--- config.mk ---
export PLATFORM = sky130hd
export DESIGN_NAME = load_align_stage
export DESIGN_NICKNAME = d
export VERILOG_FILES = /design/src/rtl/load_align_stage.sv
export SDC_FILE = /design/constraint.sdc
export NUM_CORES = 1
export LEC_CHECK = 0
export CAP_MARGIN = 20
export CORE_AREA = 2 2 100 102
export CTS_BUF_LIST = sky130_fd_sc_hd__clkbuf_8
export DETAILED_ROUTE_END_ITERATION = 12
export DIE_AREA = 0 0 102 104
export PLACE_DENSITY = 0.68
export SYNTH_ARGS = -nofsm -noshare
export SYNTH_HDL_FRONTEND = slang
export SYNTH_SLANG_ARGS = --single-unit
--- constraint.sdc ---
create_clock -name clk -period 2.6 [get_ports clk]
set_clock_uncertainty 0.2 [all_clocks]
set_input_delay 0.26 -clock clk [delete_from_list [all_inputs] [get_ports clk]]
set_output_delay 0.26 -clock clk [all_outputs]
set_load 0.02 [all_outputs]
--- src/rtl/load_align_stage.sv ---
// MEM2 load-alignment stage: registers the raw memory word and load attributes,
// then extracts and sign/zero-extends the addressed byte/halfword/word.

package load_align_pkg;
  typedef logic [1:0] load_type_t;
  localparam load_type_t BYTE     = 2'd0;
  localparam load_type_t HALFWORD = 2'd1;
  localparam load_type_t WORD     = 2'd2;
endpackage

module load_align_stage
  import load_align_pkg::*;
#(
  parameter int unsigned XLEN    = 32,
  parameter int unsigned RD_BITS = 5
) (
  input  logic               clk,
  input  logic               reset,
  input  logic               stall,
  input  logic               flush,
  input  logic               in_valid,
  input  logic [XLEN-1:0]    in_addr,
  input  load_type_t         in_how_much,
  input  logic               in_unsigned,
  input  logic [RD_BITS-1:0] in_rd,
  input  logic [XLEN-1:0]    mem_content,
  output logic               out_valid,
  output logic [RD_BITS-1:0] out_rd,
  output logic [XLEN-1:0]    out_data,
  output logic               out_misaligned,
  output logic [XLEN-1:0]    out_addr
);

  localparam int unsigned BYTE_W = 8;
  localparam int unsigned HALF_W = 16;

  logic               valid_q;
  logic [XLEN-1:0]    addr_q;
  load_type_t         how_much_q;
  logic               unsigned_q;
  logic [RD_BITS-1:0] rd_q;
  logic [XLEN-1:0]    raw_q;

  // MEM2 pipeline register; flush only kills valid, the payload is don't-care
  always_ff @(posedge clk) begin
    if (reset) begin
      valid_q    <= 1'b0;
      addr_q     <= '0;
      how_much_q <= WORD;
      unsigned_q <= 1'b0;
      rd_q       <= '0;
      raw_q      <= '0;
    end else if (flush) begin
      valid_q    <= 1'b0;
    end else if (!stall) begin
      valid_q    <= in_valid;
      addr_q     <= in_addr;
      how_much_q <= in_how_much;
      unsigned_q <= in_unsigned;
      rd_q       <= in_rd;
      raw_q      <= mem_content;
    end
  end

  logic [BYTE_W-1:0] lane [4];
  logic [1:0]        offset;
  logic [BYTE_W-1:0] byte_sel;
  logic [HALF_W-1:0] half_sel;
  logic [XLEN-1:0]   data_c;
  logic              misaligned_c;

  // Lane 0 is the most significant byte of the raw word
  always_comb begin
    lane[0]  = raw_q[31:24];
    lane[1]  = raw_q[23:16];
    lane[2]  = raw_q[15:8];
    lane[3]  = raw_q[7:0];
    offset   = addr_q[1:0];
    byte_sel = lane[offset];
    half_sel = {lane[{offset[1], 1'b1}], lane[{offset[1], 1'b0}]};
  end

  // Extraction and extension; unused how_much encoding behaves as WORD
  always_comb begin
    data_c       = '0;
    misaligned_c = 1'b0;
    case (how_much_q)
      BYTE: begin
        data_c = unsigned_q ? {{(XLEN-BYTE_W){1'b0}}, byte_sel}
                            : {{(XLEN-BYTE_W){byte_sel[BYTE_W-1]}}, byte_sel};
      end
      HALFWORD: begin
        if (offset[0]) begin
          misaligned_c = 1'b1;
        end else begin
          data_c = unsigned_q ? {{(XLEN-HALF_W){1'b0}}, half_sel}
                              : {{(XLEN-HALF_W){half_sel[HALF_W-1]}}, half_sel};
        end
      end
      default: begin
        if (offset != 2'd0) begin
          misaligned_c = 1'b1;
        end else begin
          data_c = raw_q;
        end
      end
    endcase
  end

  assign out_valid      = valid_q;
  assign out_rd         = rd_q;
  assign out_addr       = addr_q;
  assign out_data       = valid_q ? data_c : '0;
  assign out_misaligned = valid_q & misaligned_c;

endmodule

; ---- Word-level counts from Yosys, hierarchy flattened
; Cells that the tools add are included.
[word_totals]
register_bits = 73
in_bits = 77
out_inout_bits = 71
elab_cells = 38
[op_classes]
order_cmp = 3
eq_ne = 1
n_mux = 18
n_bitwise = 6
reduce_logical = 4
[op_table]
columns = op, count
row1 = $mux 32, 5
row2 = $pmux 32 s2, 1
row3 = $bmux 8 s2, 3
row4 = $mux 8, 6
row5 = $ge 3x3->1 const B, 3
row6 = $not 2->3, 3
row7 = $eq 2x1->1 const B, 1
row8 = $logic_not 2->1, 1
row9 = $mux 1, 2
row10 = $not 1->1, 2
row11 = $pmux 1 s2, 1
row12 = $reduce_and 2->1, 1
row13 = $reduce_bool 2->1, 1
row14 = $reduce_or 2->1, 1
row15 = $and 1x1->1, 1

; ---- Longest topological paths before layout
[logic_depth]
depth_word = 8
ltp_mapped = 5
ltp_nobuf = 3

; ---- Worst setup path before layout
; No wires, ideal clock.
[synth_path]
kind = flip-flop to output port
startpoint = register addr_q[1], in the netlist out_addr[1]
endpoint = output port out_data[10]
arrival_time_ns = 1.646
t_required_ns = 2.140
path_slack_ns = 0.494
stages_incl_launch_ff = 5
path_buffers = 1
path_cell_list = dfxtp_1 mux4_2 and3_4 buf_6 o21a_1
[synth_between]
elab_chain_cells = 8
word_cells_on_any_way = 15
classes_between = 12 x mux / 2 x bitwise / 1 x reduce/logical
[synth_rtl]
columns = element, line
row1 = start: declaration, 38  ; logic [XLEN-1:0] addr_q;
row2 = start signal: assignment, 57  ; addr_q <= in_addr;
row3 = $not 2->3 (implied by the code), 80  ; half_sel = {lane[{offset[1], 1'b1}], lane[{offset[1], 1'b0}]};
row4 = $bmux 8 s2, 80
row5 = $mux 8 (implied by the code) (2 in series), 80
row6 = $mux 32, 96  ; data_c = unsigned_q ? {{(XLEN-HALF_W){1'b0}}, half_sel}
row7 = $mux 32, 93  ; if (offset[0]) begin
row8 = $pmux 32 s2 (*), 87  ; case (how_much_q)
row9 = $mux 32 (*), 113  ; assign out_data = valid_q ? data_c : '0;
row10 = end: declaration, 29  ; output logic [XLEN-1:0] out_data,
; Mark *: on every way between the ends. The rest lies on a longest branch, timed or not. The select of a mux whose other input is x is not followed.

; ---- Worst setup path in the final report
[layout_path]
startpoint = register addr_q[1], in the netlist out_addr[1]
endpoint = output port out_data[15]
; The elaborated chain is that of the path after synthesis.

==> flow_summary.ini <==
[logic_synthesis]
synth.distinct_cells = 32
syn_inst = 428
async_reset_ff_share_pct = 0
ys_seq_area_share_pct = 44.9
synth_edf_count = 0
syn-num-nets = 505
ys.flop_type = dfxtp_1
synth.ff_latch_count = 73
syn_area_um2 = 3260
ys_warn_count = 0
synth.avg_cell_area_um2 = 7.61

[clock_tree]
clock-root-buffer = clkbuf_8
cts_buffers = 9
clk_latency_ns = 0.34
clock_sinks = 73
clock_path_buffers = 2
clkTransAtPathRegs_ns = 0.08
hold_buffers = 0
cts_tree = done
htree_levels = 3

[routing]
drtIter0Drc = 135
dr.pass1.iters = 4
via_per_inst = 4.79
route.vias.total = 3369
wl_per_cell_um = 14.5
wl_um = 10200
drc = 0
antenna_left = 0

[finish]
final_common_cell = nand2_1
multi_input_area_um2 = 1660
fin_cells = 704
finalNetCount = 643
final_cell_mix = nand2_1, clkdlybuf4s50_1, dfxtp_1, a21oi_1, dlygate4sd2_1
area_growth_pct = 57.7
drive_above_1_share_pct = 7.88
seqCellArea_um2 = 1460
diodes = 0
fillers = 932

[placement]
place_inst = 687
place_hpwl_um = 7270
port_buffers = 147
preCtsSetupSlack_ns = 0.125
gp_congestion = 0.836

[setup_path]
cp-start-kind = register
path_max_fanout = 8
cp.arrival_ns = 2.08
critical_path_required_ns = 2.14
cp_slowest_cell = mux4_2
worstPathCellList = mux4_2, and3_4, o21a_1, dlygate4sd2_1
critPathKind = reg2out
worstRegToRegCells = 3
end_kind = primary output
cp_slowest_stage_delay_ns = 0.57

[floorplanning]
die-area_um2 = 10600
start_util_pct = 34.1
core_um2 = 9550
die_w_um = 102
io_pins = 148
dieHeight_um = 104
rows = 36

[timing]
final_max_slew_viol_count = 0
rsz0062_at_grt = false
fin_crit_sh_pct = 97.9
worst_slack_ns = 0.0555
timing.hold.ws_ns = 0.254
setup_viol = 0
tns_ns = 0
hold_violations = 0
fin_crit_ns = 2.54
relSlewSlack_pct = 54.4
max_freq_mhz = 393
tightest_slew_ns = 0.684

[worst_hold_path]
whs_path_depth = 3
holdCritPathClass = in2reg

[power]
power_per_cell_area_nw_per_um2 = 510
leakagePower_nw = 1.95
ir_drop_mv = 0.280

[grt]
grt.overflow.total = 0
grt_max_degree = 46
grt_pass1_wl_um = 16400
grt_pass1_vias = 3285
grt_usage_pct = 19.3
antenna_found_initial = 0

[run_status]
status = finished, final reports clean

[flow_run]
drv_cap = 0
## report_power, final
part	switching (W)	internal, W	leakage [nW]	total, W
Clock	0.000438	0.000540	0.103	0.000978
Combinational	0.000198	0.000231	1.25	0.000428
Sequential	0.0000408	0.00117	0.597	0.00121
Total	0.000676	0.00194	1.95	0.00262
## layout make-up
type / instances / share of cell area [%]
Clock inverter: 7 / 1.85
Clock buffer: 9 / 2.41
Sequential cell: 73 / 28.5
Timing Repair Buffer: 164 / 31.5
Multi-Input combinational cell: 316 / 32.4
Tap cell: 133 / 3.24
Inverter: 2 / 0.146
## cells by family after synthesis
logic type / synth area share [%]
AOI/OAI and AO/OA: 22.3
buffers and inverters: 5.03
DFF: 44.9
muxes: 5.92
and+or+nand+nor: 21.9
## worst max-delay path: cells and delay by family (launching register included)
kind,cells,cell delay (ns)
flops,1,0.41
mux,1,0.57
simple gates,1,0.24
buf+inv,1,0.33
compound gates,1,0.20
## path summary, 6_finish.rpt
path / startpoint / end / slack (ns)
max: out_addr[1] / out_data[15] / 0.06
min: mem_content[15] / lane[15] / 0.25
max reg2reg: out_valid / out_valid / 1.43
min reg2reg: out_rd[3] / out_rd[3] / 0.26
## routing by layer
| metal | track usage (%) | share of wire, % |
|---|---|---|
| met1 | 24.4 | 44 |
| met2 | 31.6 | 47 |
| met3 | 5.85 | 8.2 |
| met4 | 5.43 | 0.95 |
| met5 | 0 | 0 |
## cell usage after synthesis, types with 2 or more instances
library cell	instances	area [µm²]
buf_4	2	15.0
a21oi_1	71	355
dfxtp_1	73	1460
buf_2	2	10.0
o21a_1	8	60.1
nor2_1	3	11.3
buf_1	2	7.51
clkbuf_1	30	113
or3b_1	2	17.5
o21ai_1	16	80.1
inv_1	2	7.51
nand2_1	162	608
mux2i_1	17	170
o22ai_1	7	43.8
a22o_1	7	61.3
o2bb2ai_1	8	70.1
## through the flow
step           power [W]  area, µm²  util [%]
2_1_floorplan    0.00142       3260         -
3_3_place_gp     0.00165       4910      51.4
3_5_place_dp     0.00166       4910      51.4
4_1_cts          0.00264       5120      53.6
5_1_grt          0.00273       5130      53.8
6_report         0.00262       5130      53.8
## state kept, by name (all words and copies together) (netlist names)
signal,cells
out_valid,1
unsigned_q,1
out_rd,5
lane,32
how_much_q,2
out_addr,32
## what timing repair did
item                                    in CTS  in global routing
resized for setup                           39                  2
setup buffers                                0                  1
gates cloned                                 0                  0
endpoints found under the setup margin      32                 12
pin swaps                                    0                  1
No activity file was read; power rests on OpenSTA's default activity.
